**src/rtl/parking_gate_sequencer.sv**
```systemverilog
// Single-lane car park barrier sequencer: debounces the entry/exit sensors, arbitrates the shared gate,
// runs the open/wait-for-pass/close handshake with the servo and tracks lot occupancy.
module parking_gate_sequencer #(
  parameter int CAPACITY        = 8,
  parameter int CNT_W           = 4,
  parameter int DEBOUNCE_CYCLES = 500000,
  parameter int PASS_TIMEOUT    = 250000000,
  parameter int SETTLE_CYCLES   = 4,
  parameter int TMR_W           = 28
) (
  input  logic             clk,
  input  logic             rst_n,
  input  logic             i_entry_sensor,
  input  logic             i_exit_sensor,
  input  logic             i_done_moving,
  output logic             o_gate_trigger,
  output logic [CNT_W-1:0] o_occupancy,
  output logic             o_lot_full,
  output logic             o_busy,
  output logic             o_serving_exit,
  output logic             o_timeout_pulse
);

  localparam logic [TMR_W-1:0] DB_LAST   = TMR_W'(DEBOUNCE_CYCLES - 1);
  localparam logic [TMR_W-1:0] PASS_LAST = TMR_W'(PASS_TIMEOUT - 1);
  localparam logic [TMR_W-1:0] SETTLE    = TMR_W'(SETTLE_CYCLES);
  localparam logic [CNT_W-1:0] CAP       = CNT_W'(CAPACITY);

  typedef enum logic [1:0] {
    S_IDLE,
    S_OPENING,
    S_WAIT_PASS,
    S_CLOSING
  } state_t;

  state_t           r_state;
  state_t           w_stateNext;
  logic [1:0]       w_raw;
  logic [1:0]       r_sync0;
  logic [1:0]       r_sync1;
  logic [1:0]       r_db;
  logic [TMR_W-1:0] r_dbCnt [2];
  logic [1:0]       w_dbFlip;
  logic [1:0]       w_rise;
  logic [1:0]       w_fall;
  logic             r_pendEntry;
  logic             r_pendExit;
  logic             w_eligEntry;
  logic             w_eligExit;
  logic             w_acceptEntry;
  logic             w_acceptExit;
  logic             w_dropExit;
  logic             w_servedFall;
  logic             w_timeout;
  logic [TMR_W-1:0] r_tmr;
  logic [TMR_W-1:0] w_tmrNext;
  logic [CNT_W-1:0] r_occ;
  logic [CNT_W-1:0] w_occNext;
  logic             r_lotFull;
  logic             r_gate;
  logic             r_servingExit;
  logic             r_timeoutPulse;

  // Index 0 is the entry lane, index 1 the exit lane.
  assign w_raw = {i_exit_sensor, i_entry_sensor};

  always_comb begin
    w_dbFlip = '0;
    for (int i = 0; i < 2; i++) begin
      w_dbFlip[i] = (r_sync1[i] != r_db[i]) && (r_dbCnt[i] == DB_LAST);
    end
  end

  assign w_rise = w_dbFlip & r_sync1;
  assign w_fall = w_dbFlip & ~r_sync1;

  always_ff @(posedge clk or negedge rst_n) begin
    if (!rst_n) begin
      r_sync0 <= '0;
      r_sync1 <= '0;
      r_db    <= '0;
      for (int i = 0; i < 2; i++) begin
        r_dbCnt[i] <= '0;
      end
    end else begin
      r_sync0 <= w_raw;
      r_sync1 <= r_sync0;
      for (int i = 0; i < 2; i++) begin
        if (r_sync1[i] == r_db[i]) begin
          r_dbCnt[i] <= '0;
        end else if (w_dbFlip[i]) begin
          r_db[i]    <= r_sync1[i];
          r_dbCnt[i] <= '0;
        end else begin
          r_dbCnt[i] <= r_dbCnt[i] + TMR_W'(1);
        end
      end
    end
  end

  // A fresh rise wins over a same-cycle clear so no car is ever lost.
  always_ff @(posedge clk or negedge rst_n) begin
    if (!rst_n) begin
      r_pendEntry <= 1'b0;
      r_pendExit  <= 1'b0;
    end else begin
      if (w_rise[0]) begin
        r_pendEntry <= 1'b1;
      end else if (w_acceptEntry) begin
        r_pendEntry <= 1'b0;
      end
      if (w_rise[1]) begin
        r_pendExit <= 1'b1;
      end else if (w_acceptExit || w_dropExit) begin
        r_pendExit <= 1'b0;
      end
    end
  end

  assign w_eligEntry  = r_pendEntry && !r_lotFull;
  assign w_eligExit   = r_pendExit && (r_occ != '0);
  assign w_servedFall = r_servingExit ? w_fall[1] : w_fall[0];

  // On a tie the last-served direction yields; serving_exit resets to 0, so exit wins first.
  always_comb begin
    w_stateNext   = r_state;
    w_tmrNext     = r_tmr;
    w_occNext     = r_occ;
    w_timeout     = 1'b0;
    w_acceptEntry = 1'b0;
    w_acceptExit  = 1'b0;
    w_dropExit    = 1'b0;
    case (r_state)
      S_IDLE: begin
        w_tmrNext  = '0;
        w_dropExit = r_pendExit && (r_occ == '0);
        if (w_eligExit && (!w_eligEntry || !r_servingExit)) begin
          w_acceptExit = 1'b1;
          w_stateNext  = S_OPENING;
        end else if (w_eligEntry) begin
          w_acceptEntry = 1'b1;
          w_stateNext   = S_OPENING;
        end
      end
      S_OPENING: begin
        if (r_tmr < SETTLE) begin
          w_tmrNext = r_tmr + TMR_W'(1);
        end else if (i_done_moving) begin
          w_tmrNext   = '0;
          w_stateNext = S_WAIT_PASS;
        end
      end
      S_WAIT_PASS: begin
        if (w_servedFall) begin
          w_tmrNext   = '0;
          w_stateNext = S_CLOSING;
          if (r_servingExit) begin
            w_occNext = (r_occ != '0) ? r_occ - CNT_W'(1) : r_occ;
          end else begin
            w_occNext = (r_occ < CAP) ? r_occ + CNT_W'(1) : r_occ;
          end
        end else if (r_tmr == PASS_LAST) begin
          w_tmrNext   = '0;
          w_timeout   = 1'b1;
          w_stateNext = S_CLOSING;
        end else begin
          w_tmrNext = r_tmr + TMR_W'(1);
        end
      end
      S_CLOSING: begin
        if (r_tmr < SETTLE) begin
          w_tmrNext = r_tmr + TMR_W'(1);
        end else if (i_done_moving) begin
          w_tmrNext   = '0;
          w_stateNext = S_IDLE;
        end
      end
      default: begin
        w_tmrNext   = '0;
        w_stateNext = S_IDLE;
      end
    endcase
  end

  always_ff @(posedge clk or negedge rst_n) begin
    if (!rst_n) begin
      r_state        <= S_IDLE;
      r_tmr          <= '0;
      r_occ          <= '0;
      r_lotFull      <= 1'b0;
      r_gate         <= 1'b0;
      r_servingExit  <= 1'b0;
      r_timeoutPulse <= 1'b0;
    end else begin
      r_state        <= w_stateNext;
      r_tmr          <= w_tmrNext;
      r_occ          <= w_occNext;
      r_lotFull      <= (w_occNext == CAP);
      r_gate         <= (w_stateNext == S_OPENING) || (w_stateNext == S_WAIT_PASS);
      r_timeoutPulse <= w_timeout;
      if (w_acceptExit) begin
        r_servingExit <= 1'b1;
      end else if (w_acceptEntry) begin
        r_servingExit <= 1'b0;
      end
    end
  end

  assign o_gate_trigger  = r_gate;
  assign o_occupancy     = r_occ;
  assign o_lot_full      = r_lotFull;
  assign o_busy          = (r_state != S_IDLE);
  assign o_serving_exit  = r_servingExit;
  assign o_timeout_pulse = r_timeoutPulse;

endmodule

```
**config.mk**
```make
export PLATFORM = sky130hd
export DESIGN_NAME = parking_gate_sequencer
export DESIGN_NICKNAME = d
export VERILOG_FILES = /design/src/rtl/parking_gate_sequencer.sv
export SDC_FILE = /design/constraint.sdc
export NUM_CORES = 1
export LEC_CHECK = 0
export CAP_MARGIN = 10
export CELL_PAD_IN_SITES_DETAIL_PLACEMENT = 1
export CELL_PAD_IN_SITES_GLOBAL_PLACEMENT = 1
export CORE_ASPECT_RATIO = 0.6
export CORE_MARGIN = 2
export CORE_UTILIZATION = 44
export CTS_CLUSTER_SIZE = 30
export DETAILED_ROUTE_END_ITERATION = 12
export MAX_ROUTING_LAYER = met4
export PLACE_DENSITY_LB_ADDON = 0.12
export SETUP_SLACK_MARGIN = 0.3
export SYNTH_ARGS = -nofsm -noshare
export SYNTH_HDL_FRONTEND = slang
export SYNTH_SLANG_ARGS = --single-unit
```
**constraint.sdc**
```tcl
create_clock -name clk -period 2.4 [get_ports clk]
set_input_delay 0.6 -clock clk [delete_from_list [all_inputs] [get_ports clk]]
set_output_delay 0.6 -clock clk [all_outputs]
set_load 0.005 [all_outputs]
```
==> flow_summary.toml, run 1 <==
[run_status]
status = "finished clean"

[power]
p_sw_mw = 1.62
powerDensity_nw_per_um2 = 740
p_int_mw = 3.57
p_comb_share_pct = 33.6
switching_share_pct = 31.2
power_mw = 5.20
p_clk_share_pct = 30.4
ir_worst_vdd_uv = 361
p_leak_nw = 2.85
seq_power_share_pct = 36.0

[global_routing]
grt_pass1_wl_mm = 26.1
grt_usage_pct = 25.6
grt_pass1_vias = 4833
gr-total-overflow = 0
antenna_found_initial = 0
grt_start_max_net_pins = 40

[detailed_routing]
firstDrtPassIters = 4
ant_nets = 0
routedWlPerCell_um = 20.3
drtIter0Drc = 288
num_vias = 4660
route.detailed.drc = 0
routed_wirelength_mm = 16.5
via_per_inst = 5.73

[sta]
max_freq_mhz = 426
finalHoldViolCount = 0
setup_tns_ns = 0
tightest_slew_ns = 0.736
skew_ns = 0.0123
rsz0062_at_grt = "yes"
period_needed_ns = 2.35
maxSlewHeadroom_pct = 50.9
fin_crit_sh_pct = 97.9
setup_ws_ns = 0.0506
setup_violations = 0
slew_viol_final = 0

[placement]
numPortBuffers = 13
dp.cells = 761
placed_cell_area_um2 = 6000
place_ws_ns = -0.0834
dp_hpwl_mm = 10.4
globalplace.congestion = 0.862

[logic_synthesis]
synth_async_sr_flop_share_pct = 100
ys_seq_elements = 102
ys.flop_type = "dfrtp_1"
yosysTopAreaCell = "dfrtp_1"
ys_warn_count = 0
synthesis.nets = 575
yosys.cell_types.count = 64
yosysMostFrequentCell = "dfrtp_1"
ys_top_cells_by_count = "dfrtp_1 (102), nor2_1 (82), nand3_1 (51)"
ys_seq_area_share_pct = 47.3
synth_top_area_share_pct = 47.3
syn_inst = 565
syn_avg_cell_area_um2 = 9.55
synth_area_leaders = "dfrtp_1 (47%), nor2_1 (5.7%), xnor2_1 (5.7%)"
synth-edff-count = 0
synthesis.area_um2 = 5400

[run]
max_cap_viol_count = 0

[die]
dieArea_um2 = 13200
die_h_um = 89.8
coreArea_um2 = 12000
start_util_pct = 44.9
row_count = 31
ios = 14
die_x_um = 147

[cells_and_area]
diodes = 0
syn_to_final_growth_pct = 30.1
fin_nets = 653
drive_above_1_share_pct = 26.1
instances_no_fill = 813
fin_area_um2 = 7020

[clocking]
worst_skew_pair.late_latency_ns = 0.35
htree_levels = 3
cts.sinks = 102
clk_pin_slew_ns = 0.07
clockBufferDepth = 2
ctsHoldBuffers = 0
cts_made_buffers = 9
cts_root_buf = "clkbuf_16"
cts_tree = "yes"

[critical_path]
cp.required_ns = 2.63
worstSetupStartpointType = "flip-flop"
critical_path_class = "flip-flop to flip-flop"
endpoint_kind = "flip-flop"
critPathMaxFanout = 8
arrival_ns = 2.58

[hold_path]
hold_class = "input pin to asynchronous set/reset pin"
stage by stage:
stage,hold WS (ns),utilization [%]
after floorplan,0.304,-
after global placement,0.338,49.9
after detailed placement,0.343,49.9
after CTS,0.224,55.8
after global routing,0.237,58.4
final,0.210,58.4
power groups by stage:
stage	Combinational (mW)	Clock, mW	Sequential [mW]
after floorplan	0.624	0	1.87
after global placement	0.936	0	1.89
after detailed placement	0.971	0	1.90
after CTS	1.43	1.63	1.86
after global routing	1.84	1.67	1.88
final	1.75	1.58	1.87
logic make-up after synthesis:
group | after synthesis | synth area share (%)
adders and majority gates | 5 | 1.16
AOI/OAI and AO/OA | 52 | 7.49
muxes | 3 | 0.603
DFF | 102 | 47.3
buffers and inverters | 31 | 2.62
xor gates and xnor gates | 64 | 10.4
and+or+nand+nor | 308 | 30.4
path summary, 6_finish.rpt:
check,startpoint,endpoint,slack [ns],cells after the start
max,r_tmr[23],r_tmr[4],0.05,7
min,rst_n,r_dbCnt[46],0.21,1
max reg2reg,r_tmr[23],r_tmr[4],0.05,7
min reg2reg,r_sync0[0],r_sync1[0],0.37,0
max in group asynchronous,rst_n,r_state[1],1.44,2
min in group clk,r_sync0[0],r_sync1[0],0.37,0
sequential cells by signal (all words and copies together) (netlist names), 2 cells and up:
name	flops
r_dbCnt	56
r_tmr	28
o_occupancy	4
r_db	2
r_state	2
r_sync0	2
r_sync1	2
cells in the final DEF (no fill, tap or decap), types with 5 or more instances in the layout:
cell / n
inv_1: 12
or3_1: 5
buf_12: 6
and3_1: 13
nor3_2: 6
a31oi_1: 6
xnor2_1: 33
nor2b_1: 5
nand3_1: 45
clkdlybuf4s50_1: 11
nand4_1: 25
clkbuf_16: 10
a21oi_1: 5
nor2_1: 79
nor2_2: 12
buf_4: 53
nand2_1: 49
nor3_1: 9
dfrtp_1: 97
xor2_1: 29
nor4_1: 6
dfrtp_2: 5
buf_6: 9
and4_1: 5
o21ai_0: 7
critical path: stages (launching register included):
cell and delay, ns:
dfrtp_1 0.40, buf_4 0.16, nand4_1 0.14, nor4_1 0.66, nand4_4 0.22, buf_8 0.22, a31o_1 0.22, a22o_1 0.21
layer usage:
layer  part of all wire, %  track usage [%]
met5                     0                -
met4                   1.4             6.41
met3                   4.7             4.97
met2                    46             36.9
met1                    48             37.2
timing repair:
action                                  CTS  global route
cloned                                    2             0
endpoints found under the setup margin   65            61
pin swaps                                17            20
gates resized for setup                  38            47
setup buffers                            22            12
cell type report:
type	instances	area, um^2
clock buffer	11	233
clock inverter	5	83.8
fill	1321	5000
inverter	13	48.8
multi-input combinational	432	3050
sequential	102	2560
tap	165	206
timing repair buffer	85	840
Power figures use the tool's default switching activity.
==> run 2, diff against run 1 <==
--- a/config.mk
+++ b/config.mk
@@ -6,11 +6,8 @@
 export NUM_CORES = 1
 export LEC_CHECK = 0
 export CAP_MARGIN = 10
-export CELL_PAD_IN_SITES_DETAIL_PLACEMENT = 1
-export CELL_PAD_IN_SITES_GLOBAL_PLACEMENT = 1
 export CORE_ASPECT_RATIO = 0.6
-export CORE_MARGIN = 2
-export CORE_UTILIZATION = 44
+export CORE_UTILIZATION = 50
 export CTS_CLUSTER_SIZE = 30
 export DETAILED_ROUTE_END_ITERATION = 12
 export MAX_ROUTING_LAYER = met4
==> run 2 against run 1 <==
Clock skew shrank 0.0070 ns. Worst hold slack lost 0.015 ns. Global-route usage grew 0.71 points. Flip-flop and latch count is the same. Largest power group unchanged. Highest routed layer unchanged. Routed wire length shrank 17%.
==> flow_summary.toml, run 2 (synthesis gave the netlist of run 1 again) <==
[critical_path]
r2r-end = "r_tmr[22]"
worstReg2RegStart = "r_dbCnt[12]"
critPathMaxFanout = 10
arrival_ns = 2.52
worstSetupStartpointType = "flip-flop"
reg2regPathDepth = 10
endpoint_kind = "flip-flop"
critical_path_class = "flip-flop to flip-flop"
cp.required_ns = 2.64
rrSetupSlack_ns = 0.13

[cells_and_area]
regArea_um2 = 2550
largest_register = "r_dbCnt"
n_fill_cell = 767
multi_input_area_um2 = 3000
largest_register_ffs = 56
layout_common_cells = "dfrtp_1 (101), nor2_1 (79), nand2_1 (49)"
syn_to_final_growth_pct = 27.8
fin_area_um2 = 6900
instances_no_fill = 774
drive_above_1_share_pct = 23.3
fin_nets = 644
diodes = 0
final_common_cell = "dfrtp_1"
fin_util_pct = 67.9

[detailed_routing]
via_per_inst = 5.85
routed_wirelength_mm = 13.7
route.detailed.drc = 0
drtIter0Drc = 404
ant_nets = 0
firstDrtPassIters = 5
routedWlPerCell_um = 17.7
num_vias = 4529

[global_routing]
antenna_found_initial = 0
gr-total-overflow = 0
grt_start_max_net_pins = 51
grt_usage_pct = 26.3
grt_pass1_vias = 4201
grt_pass1_wl_mm = 21.5

[clocking]
cts_root_buf = "clkbuf_16"
worst_skew_pair.late_latency_ns = 0.35
clockBufferDepth = 2
ctsHoldBuffers = 0
htree_levels = 3
cts.sinks = 102
clk_pin_slew_ns = 0.07
cts_tree = "yes"
cts_made_buffers = 9

[run_status]
status = "finished clean"

[sta]
period_needed_ns = 2.27
tightest_slew_ns = 0.745
slew_viol_final = 0
setup_violations = 0
setup_tns_ns = 0
setup_ws_ns = 0.128
max_freq_mhz = 440
maxSlewHeadroom_pct = 50.2
whs_ns = 0.195
fin_crit_sh_pct = 94.7
skew_ns = 0.00527
finalHoldViolCount = 0
rsz0062_at_grt = "yes"

[die]
start_util_pct = 53.1
die_h_um = 82.5
row_count = 28
dieArea_um2 = 11200
die_x_um = 136
ios = 14
coreArea_um2 = 10200

[placement]
place_ws_ns = -0.0605
dp.cells = 729
globalplace.congestion = 0.923
placed_cell_area_um2 = 5960
numPortBuffers = 13
dp_hpwl_mm = 8.84

[power]
ir_worst_vdd_uv = 521
p_leak_nw = 2.82
powerDensity_nw_per_um2 = 719
power_mw = 4.96

[hold_path]
hold_class = "input pin to asynchronous set/reset pin"

[run]
max_cap_viol_count = 0
==> run 2: layer usage <==
layer	vias to the layer above	GRT usage, %	part of all wire (%)
met5	-	-	0
met3	15	6.84	6.7
met4	0	7.44	1.0
li1	2143	-	-
met1	2234	39.1	52
met2	137	34.4	41
==> run 2: repair_timing <==
item | CTS | global route
buffers inserted | 18 | 9
pin swaps | 23 | 21
hold endpoints to repair | 0 | 0
cloned | 1 | 1
resized for setup | 30 | 34
setup endpoints to repair | 34 | 64
==> run 2: how the worst max path moves through the flow <==
stage	from	slack (ns)	end
final	r_dbCnt[12]	0.13	r_tmr[22]
after global routing	r_tmr[20]	0.05	o_gate_trigger
after CTS	r_tmr[20]	0.16	r_tmr[27]
after detailed placement	r_tmr[25]	-0.06	r_tmr[16]
after global placement	r_dbCnt[6]	-0.009	o_lot_full
after floorplan	r_dbCnt[0]	0.20	r_tmr[17]
==> run 2: report_power, final <==
| part | switching (mW) | leakage (nW) | internal [mW] |
|---|---|---|---|
| registers | 0.0923 | 1.40 | 1.79 |
| clock network | 0.689 | 0.153 | 0.876 |
| logic | 0.744 | 1.27 | 0.775 |
| total | 1.53 | 2.82 | 3.44 |
==> run 2: worst max-delay path, cell delays in order, from the launching register on <==
cell and delay (ns):
dfrtp_1 0.42, nor4bb_2 0.34, nand4_1 0.12, buf_4 0.18, o32ai_4 0.34, o22ai_4 0.13
buf_12 0.16, buf_12 0.13, a21oi_4 0.15, buf_12 0.16, nor2_2 0.04
==> run 2: area by class of cell <==
class                      instances  area share, %
timing repair buffer              76           11.7
inverter                          13          0.708
multi-input combinational        432           43.5
tap                              135           2.45
clock buffer                      11           3.66
clock inverter                     5          0.925
sequential                       102           37.0
==> run 3, diff against run 2 <==
--- a/config.mk
+++ b/config.mk
@@ -5,14 +5,16 @@
 export SDC_FILE = /design/constraint.sdc
 export NUM_CORES = 1
 export LEC_CHECK = 0
-export CAP_MARGIN = 10
+export CAP_MARGIN = 20
 export CORE_ASPECT_RATIO = 0.6
 export CORE_UTILIZATION = 50
 export CTS_CLUSTER_SIZE = 30
 export DETAILED_ROUTE_END_ITERATION = 12
+export GPL_ROUTABILITY_DRIVEN = 0
 export MAX_ROUTING_LAYER = met4
 export PLACE_DENSITY_LB_ADDON = 0.12
 export SETUP_SLACK_MARGIN = 0.3
+export SKIP_LAST_GASP = 1
 export SYNTH_ARGS = -nofsm -noshare
 export SYNTH_HDL_FRONTEND = slang
 export SYNTH_SLANG_ARGS = --single-unit
==> results of run 3 <==
Final layout, timing and power as in run 2 (identical DEF).
